**config.mk**
```make
export PLATFORM = sky130hd
export DESIGN_NAME = core_lsu
export DESIGN_NICKNAME = d
export VERILOG_FILES = /design/src/rtl/core_types_pkg.sv /design/src/rtl/core_lsu_load_align.sv /design/src/rtl/core_lsu.sv
export SDC_FILE = /design/constraint.sdc
export NUM_CORES = 1
export LEC_CHECK = 0
export ABC_AREA = 1
export BUFFER_PORTS_ARGS = -buffer_cell sky130_fd_sc_hd__buf_4
export CORE_ASPECT_RATIO = 0.75
export CORE_MARGIN = 2
export CORE_UTILIZATION = 53
export CTS_CLUSTER_SIZE = 16
export DETAILED_ROUTE_END_ITERATION = 10
export HOLD_SLACK_MARGIN = 0.1
export MAX_ROUTING_LAYER = met4
export PLACE_DENSITY_LB_ADDON = 0.05
export SLEW_MARGIN = 20
export SYNTH_ARGS = -nofsm -noshare
export SYNTH_HDL_FRONTEND = slang
export SYNTH_SLANG_ARGS = --single-unit
```
**constraint.sdc**
```tcl
create_clock -name clk -period 5.6 [get_ports clk]
set_input_delay 1.68 -clock clk [delete_from_list [all_inputs] [get_ports clk]]
set_output_delay 1.68 -clock clk [all_outputs]
set_load 0.05 [all_outputs]
```
**src/rtl/core_types_pkg.sv**
```systemverilog
// Shared core types: memory request control, register-file control and LSU state.
package core_types_pkg;
  localparam int N_BITS       = 32;
  localparam int N_BYTES      = N_BITS / 8;
  localparam int RF_IDX_WIDTH = 5;

  localparam logic [1:0] DMEM_LEN_B = 2'b00;
  localparam logic [1:0] DMEM_LEN_H = 2'b01;
  localparam logic [1:0] DMEM_LEN_W = 2'b10;

  typedef struct packed {
    logic       vld;
    logic       mtype;
    logic [1:0] len;
  } dmem_req_ctrl_t;

  typedef struct packed {
    logic [RF_IDX_WIDTH-1:0] rd;
    logic                    wr_en;
  } rf_ctrl_t;

  typedef enum logic [1:0] {
    IDLE = 2'b00,
    REQ  = 2'b01,
    RSP  = 2'b10
  } lsu_state_e;
endpackage

```
**src/rtl/core_lsu_load_align.sv**
```systemverilog
// Load formatter: selects the addressed byte/half/word of a read word and extends it.
module lsu_load_align
  import core_types_pkg::*;
(
  input  logic [N_BITS-1:0] rdata,
  input  logic [1:0]        addr_lo,
  input  logic [1:0]        len,
  input  logic              is_unsigned,
  output logic [N_BITS-1:0] data
);
  logic [N_BITS-1:0] shifted;
  logic              sx;

  always_comb begin
    shifted = rdata >> {addr_lo, 3'b000};
    sx      = 1'b0;
    data    = shifted;
    case (len)
      DMEM_LEN_B: begin
        sx   = ~is_unsigned & shifted[7];
        data = {{(N_BITS-8){sx}}, shifted[7:0]};
      end
      DMEM_LEN_H: begin
        sx   = ~is_unsigned & shifted[15];
        data = {{(N_BITS-16){sx}}, shifted[15:0]};
      end
      default: data = shifted;
    endcase
  end
endmodule

```
**src/rtl/core_lsu.sv**
```systemverilog
// Load/store unit: valid/ready data-memory handshake, byte lanes, load writeback.
// state | meaning
// IDLE  | waiting for an aligned request; misaligned ones are flagged and dropped
// REQ   | request presented to memory until accepted
// RSP   | load accepted, waiting for the read response
module core_lsu
  import core_types_pkg::*;
(
  input  logic                    clk,
  input  logic                    rst_n,
  input  dmem_req_ctrl_t          req_ctrl_i,
  input  logic                    ld_unsigned_i,
  input  logic [N_BITS-1:0]       addr_i,
  input  logic [N_BITS-1:0]       wdata_i,
  input  rf_ctrl_t                rf_ctrl_i,
  output logic                    stall_o,
  output logic                    misalign_o,
  output logic                    dmem_req_vld_o,
  input  logic                    dmem_req_rdy_i,
  output logic [N_BITS-1:0]       dmem_addr_o,
  output logic                    dmem_we_o,
  output logic [3:0]              dmem_be_o,
  output logic [N_BITS-1:0]       dmem_wdata_o,
  input  logic                    dmem_rsp_vld_i,
  input  logic [N_BITS-1:0]       dmem_rdata_i,
  output logic                    rf_wr_en_o,
  output logic [RF_IDX_WIDTH-1:0] rf_rd_o,
  output logic [N_BITS-1:0]       rf_wdata_o
);
  lsu_state_e        state;
  logic              misaligned;
  logic              accept;
  logic [3:0]        be_next;
  logic [N_BITS-1:0] wdata_next;
  logic [N_BITS-1:0] ld_data;
  logic [1:0]        len_q;
  logic [1:0]        addr_lo_q;
  logic              uns_q;
  rf_ctrl_t          rf_q;

  always_comb begin
    misaligned = ((req_ctrl_i.len == DMEM_LEN_H) && addr_i[0])
              || ((req_ctrl_i.len == DMEM_LEN_W) && (addr_i[1:0] != 2'b00))
              || (req_ctrl_i.len == 2'b11);
    accept     = (state == IDLE) && req_ctrl_i.vld && !misaligned;
    misalign_o = (state == IDLE) && req_ctrl_i.vld && misaligned;
    case (req_ctrl_i.len)
      DMEM_LEN_B: begin
        be_next    = 4'b0001 << addr_i[1:0];
        wdata_next = {N_BYTES{wdata_i[7:0]}};
      end
      DMEM_LEN_H: begin
        be_next    = 4'b0011 << addr_i[1:0];
        wdata_next = {(N_BYTES/2){wdata_i[15:0]}};
      end
      default: begin
        be_next    = 4'b1111;
        wdata_next = wdata_i;
      end
    endcase
    stall_o = accept
           || ((state == REQ) && !(dmem_req_rdy_i && dmem_we_o))
           || ((state == RSP) && !dmem_rsp_vld_i);
    dmem_req_vld_o = (state == REQ);
  end

  lsu_load_align u_load_align (
    .rdata       (dmem_rdata_i),
    .addr_lo     (addr_lo_q),
    .len         (len_q),
    .is_unsigned (uns_q),
    .data        (ld_data)
  );

  // Request fields are formatted at capture so they sit stable on the port through REQ.
  always_ff @(posedge clk or negedge rst_n) begin
    if (!rst_n) begin
      state        <= IDLE;
      len_q        <= '0;
      addr_lo_q    <= '0;
      uns_q        <= 1'b0;
      rf_q         <= '0;
      dmem_addr_o  <= '0;
      dmem_we_o    <= 1'b0;
      dmem_be_o    <= '0;
      dmem_wdata_o <= '0;
      rf_wr_en_o   <= 1'b0;
      rf_rd_o      <= '0;
      rf_wdata_o   <= '0;
    end else begin
      rf_wr_en_o <= 1'b0;
      case (state)
        IDLE: begin
          if (accept) begin
            len_q        <= req_ctrl_i.len;
            addr_lo_q    <= addr_i[1:0];
            uns_q        <= ld_unsigned_i;
            rf_q         <= rf_ctrl_i;
            dmem_addr_o  <= {addr_i[N_BITS-1:2], 2'b00};
            dmem_we_o    <= req_ctrl_i.mtype;
            dmem_be_o    <= be_next;
            dmem_wdata_o <= wdata_next;
            state        <= REQ;
          end
        end
        REQ: begin
          if (dmem_req_rdy_i) state <= dmem_we_o ? IDLE : RSP;
        end
        RSP: begin
          if (dmem_rsp_vld_i) begin
            rf_wr_en_o <= rf_q.wr_en && (rf_q.rd != '0);
            rf_rd_o    <= rf_q.rd;
            rf_wdata_o <= ld_data;
            state      <= IDLE;
          end
        end
        default: state <= IDLE;
      endcase
    end
  end
endmodule

```
==> flow_summary.json <==
{
  "synth_edf_count": 0,
  "dieHeight_um": 93.3,
  "row_count": 32,
  "finalCriticalPeriod_ns": 4.55,
  "clk_pin_slew_ns": 0.05,
  "synth.cell_area_um2": 5640,
  "antenna_found_initial": 0,
  "rsz0062_at_grt": "no",
  "hold_class": "reg -> reg",
  "r2r_setup_slack_ns": 3.12,
  "synthFlopType": "dfrtp_1",
  "start_util": 0.546,
  "die_w_um": 123,
  "gr-usage-all-layers": 0.303,
  "yosysSeqAreaShare": 0.524,
  "cp-start-kind": "primary input",
  "gp_congestion": 0.937,
  "clock_sinks": 118,
  "seqCellArea_um2": 2950,
  "portBuffers": 218,
  "end_kind": "output pin",
  "clk_path_buf_depth": 2,
  "post_cts.repair.setup_buffers": 0,
  "layout.nets": 1048,
  "postRouteAntennaNets": 0,
  "relSlewSlack": 0.361,
  "avgSynthCellArea_um2": 7.63,
  "timing.fmax_mhz": 220,
  "worst_pin_slew_ns": 0.958,
  "crit_type": "in -> out",
  "final_common_cell": "nand2_1",
  "leakage_nw": 4.38,
  "multiInputGateArea_um2": 2270,
  "synthArstFlopShare": 1.00,
  "vias": 5648,
  "avgViaCountPerCell": 5.21,
  "drv_cap": 0,
  "cts_htree_levels": 4,
  "grt_max_degree": 109,
  "status": "finished clean",
  "fin_total_pwr_mw": 5.77,
  "dieArea_um2": 11500,
  "synth_cell_types": 23,
  "yosysWarnings": 0,
  "crit_fanout": 39,
  "fillers": 777,
  "firstDrtPassIters": 6,
  "ys_seq_elements": 118,
  "cts.hold.buffers_added": 0,
  "layout_common_cells": "309 x nand2_1, 219 x buf_4, 118 x dfrtp_1",
  "core-area_um2": 10300,
  "overflow": 0,
  "cts_root_buf": "clkbuf_16",
  "hpwlAfterDp_um": 11600,
  "grt_pass1_vias": 5261,
  "cts_made_buffers": 17,
  "post_cts_resized": 0,
  "grt_pass1_wl_um": 25700,
  "slew_violations": 0,
  "critPathRequiredTime_ns": 3.92,
  "finalCritPeriodShare": 0.813,
  "drtIter0Drc": 596,
  "cts_tree": "done",
  "p_per_area_nw_per_um2": 730,
  "route.detailed.drc": 0,
  "routedWlPerCell_um": 15.3,
  "pin_count": 221,
  "area_growth_pct": 40.1,
  "finalSetupViolCount": 0,
  "hold_violations": 0,
  "synthCells": 739,
  "insertion_delay_ns": 0.41,
  "wirelength_um": 16600,
  "setup_tns_ns": 0,
  "fin_skew_ns": 0.00829,
  "vdd_ir_drop_max_mv": 0.470,
  "diodes": 0,
  "drive_gt1_frac": 0.297,
  "cp.arrival_ns": 2.87
}
sequential cells by signal (all words and copies together) (netlist names):
signal,flops
rf_wr_en_o,1
rf_rd_o,5
dmem_wdata_o,32
dmem_we_o,1
uns_q,1
rf_wdata_o,32
dmem_addr_o,30
addr_lo_q,2
rf_q,6
len_q,2
dmem_be_o,4
state,2
layout make-up:
cell class / count / area share
Sequential cell: 118 / 0.374
Inverter: 55 / 0.0261
Clock buffer: 21 / 0.0595
Multi-Input combinational cell: 525 / 0.288
Tap cell: 136 / 0.0215
Timing Repair Buffer: 220 / 0.209
Clock inverter: 9 / 0.0220
per-layer routing:
metal | vias up | wire length, um | global-route usage | share of wire
li1 | 2708 | - | - | -
met1 | 2638 | 6840 | 0.389 | 0.41
met2 | 282 | 7910 | 0.474 | 0.48
met3 | 20 | 1660 | 0.0848 | 0.10
met4 | 0 | 208 | 0.0862 | 0.013
met5 | - | 0 | - | 0
final timing paths:
kind                                        from          endpoint  depth (start not counted)
worst max-delay path               req_ctrl_i[1]        misalign_o                          5
worst min-delay path            dmem_wdata_o[23]  dmem_wdata_o[23]                          2
worst max register to register          state[1]           rf_q[2]                          6
worst min register to register  dmem_wdata_o[23]  dmem_wdata_o[23]                          2
max in group asynchronous                  rst_n        rf_rd_o[4]                          2
min in group asynchronous                  rst_n    dmem_addr_o[4]                          1
critical path: stages:
cell,delay (ns)
buf_4,0.22
inv_1,0.30
nand3_1,0.22
a21boi_0,0.22
buf_4,0.22
kinds of logic (layout without fill, tap and decap cells):
group / count (synthesis) / in the layout / synth area share
AND/OR/NAND/NOR: 430 / 430 / 0.314
buffers and inverters: 97 / 305 / 0.0752
flip-flops: 118 / 118 / 0.524
AO/OA/AOI/OAI: 93 / 93 / 0.0863
other: 1 / 2 / 0.000665
synthesized netlist by cell type, types with 2 or more instances:
cell type | n | area share
nand2_1 | 309 | 0.21
dfrtp_1 | 118 | 0.52
o21ai_0 | 57 | 0.051
nand3_1 | 52 | 0.046
inv_1 | 51 | 0.034
nor2_1 | 38 | 0.025
a21oi_1 | 27 | 0.024
or2_2 | 23 | 0.026
clkbuf_1 | 18 | 0.012
buf_2 | 15 | 0.013
buf_4 | 7 | 0.0093
o211ai_1 | 7 | 0.0093
inv_2 | 3 | 0.0020
nand3_2 | 3 | 0.0053
buf_6 | 2 | 0.0040
nor3_1 | 2 | 0.0018
per-stage QoR:
stage / util / hold WS, ns / cells / setup slack, ns / cell area [um^2]
after floorplan: - / 0.449 / 740 / 0.821 / 5640
after global placement: 0.702 / 0.464 / 1054 / 1.09 / 7250
after detailed placement: 0.702 / 0.467 / 1054 / 1.08 / 7250
after CTS: 0.765 / 0.483 / 1084 / 1.07 / 7900
after global routing: 0.765 / 0.506 / 1084 / 0.955 / 7900
final: 0.765 / 0.481 / 1084 / 1.05 / 7900
report_power, final:
group          leakage (nW)  internal [mW]  switching, mW
Combinational          2.61          0.877           2.16
Sequential             1.46           1.26          0.279
Clock                 0.319          0.818          0.376
Power figures use the tool's default switching activity.
